File: src/rtl/alu_arbiter.sv
// Round-robin share of one combinational alu between two requesters; accept -> EXEC next cycle -> rsp_valid the cycle after.
// Backpressure: a pending response blocks both request ports until rsp_ready; one op in flight at a time.
module alu_arbiter #(
    parameter int A_W   = 4,
    parameter int B_W   = 5,
    parameter int CMD_W = 3,
    parameter int CNT_W = 8
) (
    input  logic             clk,
    input  logic             rst,
    input  logic             req0_valid,
    output logic             req0_ready,
    input  logic [A_W-1:0]   req0_a,
    input  logic [B_W-1:0]   req0_b,
    input  logic [CMD_W-1:0] req0_cmd,
    input  logic             req1_valid,
    output logic             req1_ready,
    input  logic [A_W-1:0]   req1_a,
    input  logic [B_W-1:0]   req1_b,
    input  logic [CMD_W-1:0] req1_cmd,
    output logic [A_W-1:0]   alu_a,
    output logic [B_W-1:0]   alu_b,
    output logic [CMD_W-1:0] alu_cmd,
    input  logic [B_W-1:0]   alu_res,
    output logic             rsp_valid,
    output logic             rsp_id,
    output logic [B_W-1:0]   rsp_res,
    input  logic             rsp_ready,
    output logic             busy,
    output logic [CNT_W-1:0] op_count
);

    typedef enum logic [1:0] {IDLE, EXEC, RESP} state_t;

    state_t state;
    logic   prio;
    logic   grant0;
    logic   grant1;

    // Ready is held low during reset so every output reads 0 while rst is high.
    assign grant0 = (state == IDLE) && !rst && req0_valid && (!req1_valid || !prio);
    assign grant1 = (state == IDLE) && !rst && req1_valid && (!req0_valid || prio);

    assign req0_ready = grant0;
    assign req1_ready = grant1;

    always_ff @(posedge clk or posedge rst) begin
        if (rst) begin
            state     <= IDLE;
            prio      <= 1'b0;
            alu_a     <= '0;
            alu_b     <= '0;
            alu_cmd   <= '0;
            rsp_valid <= 1'b0;
            rsp_id    <= 1'b0;
            rsp_res   <= '0;
            busy      <= 1'b0;
            op_count  <= '0;
        end else begin
            case (state)
                IDLE: begin
                    if (grant0 || grant1) begin
                        alu_a   <= grant1 ? req1_a   : req0_a;
                        alu_b   <= grant1 ? req1_b   : req0_b;
                        alu_cmd <= grant1 ? req1_cmd : req0_cmd;
                        rsp_id  <= grant1;
                        prio    <= ~grant1;
                        busy    <= 1'b1;
                        state   <= EXEC;
                    end
                end
                EXEC: begin
                    // alu_cmd doubles as the latched command and is only visible for this one cycle.
                    rsp_res   <= alu_res;
                    alu_cmd   <= '0;
                    rsp_valid <= 1'b1;
                    state     <= RESP;
                end
                RESP: begin
                    if (rsp_ready) begin
                        rsp_valid <= 1'b0;
                        busy      <= 1'b0;
                        op_count  <= op_count + CNT_W'(1);
                        state     <= IDLE;
                    end
                end
                default: state <= IDLE;
            endcase
        end
    end

endmodule

File: config.mk
export PLATFORM = sky130hd
export DESIGN_NAME = alu_arbiter
export DESIGN_NICKNAME = d
export VERILOG_FILES = /design/src/rtl/alu_arbiter.sv
export SDC_FILE = /design/constraint.sdc
export NUM_CORES = 1
export LEC_CHECK = 0
export CAP_MARGIN = 10
export CORE_ASPECT_RATIO = 1.1
export CORE_UTILIZATION = 36
export DETAILED_ROUTE_END_ITERATION = 6
export MAX_ROUTING_LAYER = met4
export PLACE_DENSITY_LB_ADDON = 0.3
export SLEW_MARGIN = 20
export SYNTH_ARGS = -nofsm -noshare
export SYNTH_HDL_FRONTEND = slang
export SYNTH_SLANG_ARGS = --single-unit
File: constraint.sdc
create_clock -name clk -period 1.2 [get_ports clk]
set_input_delay 0.12 -clock clk [delete_from_list [all_inputs] [get_ports clk]]
set_output_delay 0.12 -clock clk [all_outputs]
set_load 0.02 [all_outputs]
# Word level (Yosys, flattened, before mapping)
# Cells that the tools add are included.
# totals
n_memories	0
romBits	0
latch_bits	0
word_cells	50
inputBits	34
regBits	31
ramBits	0
out_inout_bits	30
# classes
n_mux	12
addsub	1
n_reduce_logical	22
div	0
shift	0
order_cmp	0
n_mul	0
n_eq_ne	4
bitwise	1
# ops
cell	count
2-bit AND reduction	5
8-bit by 1-bit adder with 8-bit output, second input constant	1
3-bit 2-to-1 mux	2
2-bit one-hot mux with 3 select lines	1
3-bit one-hot mux with 2 select lines	1
2-bit nonzero test	3
1-bit logical AND	5
5-bit 2-to-1 mux	1
1-bit logical NOT	4
2-bit 2-to-1 mux	2
4-bit 2-to-1 mux	1
1-bit one-hot mux with 2 select lines	2
1-bit logical OR	3
3-bit AND reduction	1
2-bit by 1-bit == test with 1-bit output, second input constant	1
2-bit == test, second input constant	1
2-bit logical NOT	1
1-bit 2-to-1 mux	2
2-bit by 1-bit inequality test with 1-bit output, second input constant	1
2-bit inequality test, second input constant	1
1-bit inverter	1

# Logic depth before layout (Yosys ltp)
# depth
depth_word	7
ltp_mapped	5

# Worst setup path after synthesis
# No wires, ideal clock.
# synth_timing
path_kind	reg2reg
startpoint	register state[0]
endpoint	register alu_a[0]
setup_slack_ns	-0.138
t_arrival_ns	1.211
stages_incl_launch_ff	6
required_time_ns	1.073
synth_period_minus_slack_ns	1.338
setup_ns	0.127
path_buffers	1
cell_sequence	dfrtp_1 nor3_2 nand3_2 buf_6 a221oi_1 nor2_1
# synth_between
elab_chain_len	6
elab_cells_between_ends	9
cone_classes	mux (1); reduce/logical (8)
# synth_lines
element	line_no	source
from (decl)	35	state_t state;
from (signal assigned)	49	state <= IDLE;
from (signal assigned)	69	state <= EXEC;
from (signal assigned)	77	state <= RESP;
2-bit logical NOT (*)	41, 42, 60	
1-bit logical AND	41, 42	
1-bit logical AND (on tied branches) (2 in a row)	41, 42	
1-bit logical OR	62	if (grant0 || grant1) begin
2-bit AND reduction (no line)	--	
to (signal assigned)	63	alu_a <= grant1 ? req1_a : req0_a;
to (decl)	21	output logic [A_W-1:0] alu_a,
# Mark *: on every way between the ends. The rest lies on a longest branch, timed or not.
# A chain may end at the register's enable or synchronous reset.

# Worst setup path in the final report
# layout_timing
startpoint	register state[0]
endpoint	output req0_ready
# layout_between
elab_chain_len	4
# layout_lines
element	line_no	source
2-bit logical NOT	41	assign grant0 = (state == IDLE) && !rst && req0_valid && (!req1_valid || !prio);
1-bit logical AND (3 in a row)	41	
to (decl)	12	output logic req0_ready,
# No other way between the ends.

==> flow_metrics.tcl <==
set metrics [dict create \
    cts_sinks 31 \
    reg2reg_slack_ns -0.22 \
    syn_area_um2 1361 \
    critPathRequiredTime_ns 1.08 \
    grt_max_degree 24 \
    first_global_vias 1353 \
    syn_inst 126 \
    via_per_inst 4.848 \
    vdd_ir_drop_max_mv 1.092 \
    postSynth.asyncResetShare_pct 100.0 \
    crit_type "flop to output pin" \
    max_clock_freq_ghz 0.7015 \
    vias 1280 \
    tightest_slew_ns 0.4293 \
    reg2reg_depth 6 \
    startpoint "state[0]$_DFFE_PP0P_" \
    final_max_slew_viol_count 0 \
    synth_cell_types 30 \
    fin_crit_ns 1.426 \
    clkSlewWorstSetupHoldPaths_ns 0.07 \
    hold_buffers 0 \
    arrival_ns 1.31 \
    synth_warnings 0 \
    hp-class "primary input to asynchronous set/reset pin" \
    drc_errors 0 \
    core-area_um2 3626 \
    power.total_mw 4.813 \
    cpPeakStageDelay_ns 0.42 \
    start_kind "flop" \
    violations "negative setup slack" \
    syn_nets 161 \
    rsz0062_at_grt "true" \
    drive_above_1_share_pct 26.64 \
    wl_per_cell_um 14.45 \
    grt.total_usage_pct 21.23 \
    first_pass_iters 4 \
    htreeDepth 2 \
    ioPinCount 64 \
    cts_tree "built" \
    cp_slowest_cell "dfrtp_1" \
    nets 248 \
    die_area_um2 4032 \
    max_slew_margin_pct 71.27 \
    leakage_nw 1.107 \
    chipHeight_um 66.50 \
    grt_first_pass_wirelength_um 6030 \
    cts_buffers 5 \
    setup_slack_ns -0.2256 \
    place_hpwl_um 2617 \
    diodes 0 \
    hold_viol_final 0 \
    wl_um 3816 \
    outcome "finished, violations left" \
    die-width_um 60.63 \
    overflow 0 \
    start_util_pct 37.54 \
    portBuffers 63 \
    cp_max_fo 3 \
    dp_slack_ns -0.5821 \
    place.gp.congestion 0.7501 \
    ys_seq_area_share_pct 56.99 \
    ys.flop_type "dfrtp_1" \
    ant_nets 0 \
    setup_viol 26 \
    cts_root_buffer "clkbuf_8" \
    rows 23 \
    timing.max_cap.violations 0 \
    drtIter0Drc 34 \
    antenna_found_initial 0 \
    synth-seq-cells 31 \
    skew_ns 0.004078 \
    endpoint "req0_ready" \
    critPathCaptureType "output pin" \
    path_cells "nor3_4 > and3_1 > buf_4" \
    syn_avg_cell_area_um2 10.80 \
    clockBufferDepth 2 \
    r2r-start "state[1]$_DFFE_PP0P_" \
    power_density_nw_per_um2 2001 \
    worstReg2RegEnd "alu_a[3]$_DFFE_PP0P_" \
    synth-edff-count 0 \
    area_growth_pct 76.65 \
    clk_latency_ns 0.27 \
    timing.final.crit_share_pct 118.8 \
]
[kinds of logic (layout without fill, tap and decap cells)]
logic type	Yosys count	in the layout	synth area share, %
xor+xnor	7	7	4.504
fa+ha+maj	1	1	0.9190
flops	31	31	56.99
buf+inv	11	97	4.503
mux	4	4	3.033
simple gates	54	55	19.12
compound gates	18	19	10.94
[worst min path at each step]
stage | slack (ns) | cells after the start | startpoint | to
after floorplan | 0.22 | 1 | rst | alu_a[0]$_DFFE_PP0P_
after global placement | 0.46 | 2 | rsp_res[3]$_DFFE_PP0P_ | rsp_res[3]$_DFFE_PP0P_
after detailed placement | 0.46 | 1 | op_count[7]$_DFFE_PP0P_ | op_count[7]$_DFFE_PP0P_
after CTS | 0.30 | 3 | rst | busy$_DFFE_PP0P_
after global routing | 0.33 | 3 | rst | alu_a[2]$_DFFE_PP0P_
final | 0.30 | 3 | rst | busy$_DFFE_PP0P_
[worst max-delay path, delay by kind of cell, from the launching register on]
| family | cells | cell delay, ns |
|---|---|---|
| flip-flops | 1 | 0.42 |
| AND/OR/NAND/NOR | 2 | 0.47 |
| buffers and inverters | 1 | 0.15 |
[cell usage after synthesis, drive strengths merged, types with 2 or more instances]
library cell	instances	area share, %
a221oi	9	7.2
or2b	2	1.1
nand3	7	2.9
buf	4	2.6
and3	2	0.92
mux2i	3	2.2
xnor2	6	3.9
o21ai	8	3.2
nand2	17	4.7
inv	6	1.7
nand4	2	0.92
nor2	18	5.0
dfrtp	31	57
[repair_timing]
item                       in CTS  in global routing
setup endpoints to repair      51                 30
resized for setup              69                  8
setup buffers                   3                  0
pin swaps                       8                  1
gates cloned                    4                  0
[registers in the layout, indices dropped and copies added, names as in the netlist]
signal,count
op_count,8
state,2
alu_a,4
rsp_valid,1
rsp_id,1
alu_b,5
prio,1
rsp_res,5
busy,1
alu_cmd,3
[final cells by class]
class,count,area (µm²)
clock buffers,8,100.1
fillers,321,1221
inverters,6,25.02
multi-input cells,86,659.4
flip-flops and latches,31,775.7
well taps,50,62.56
repair buffers,82,774.5
repair inverters,1,7.507
[metal layers]
layer	global-route usage (%)	routed length, µm	vias to the layer above	share of wire [%]
met3	4.854	175	4	4.6
li1	-	-	606	-
met5	-	0	-	0
met4	7.670	35	0	0.92
met1	23.54	1476	624	39
met2	36.81	2129	46	56
[power breakdown]
| group | internal [mW] | total, mW | switching, mW |
|---|---|---|---|
| registers | 1.45 | 1.71 | 0.264 |
| clock network | 0.523 | 0.904 | 0.381 |
| logic | 0.983 | 2.20 | 1.21 |
| total | 2.95 | 4.81 | 1.86 |
[per-stage QoR]
stage	utilization, %	cell area, µm²	cells	setup TNS, ns	hold slack [ns]
floorplan	-	1371	126	-1.098	0.2235
global placement	59.04	2141	249	-8.157	0.4561
detailed placement	59.04	2141	249	-8.749	0.4634
CTS	65.32	2369	264	-2.714	0.2957
global route	66.32	2405	264	-5.781	0.3252
finish	66.32	2405	264	-4.039	0.3040
[layout by cell type (no fill, tap or decap), types with 6 or more instances in the layout]
cell	count
dfrtp_1	31
xnor2_1	6
a221oi_2	7
clkdlybuf4s50_1	31
buf_6	8
buf_4	12
dlygate4sd2_1	29
nand2_1	16
nor2_1	16
clkbuf_8	7
(Power assumes the default switching activity.)
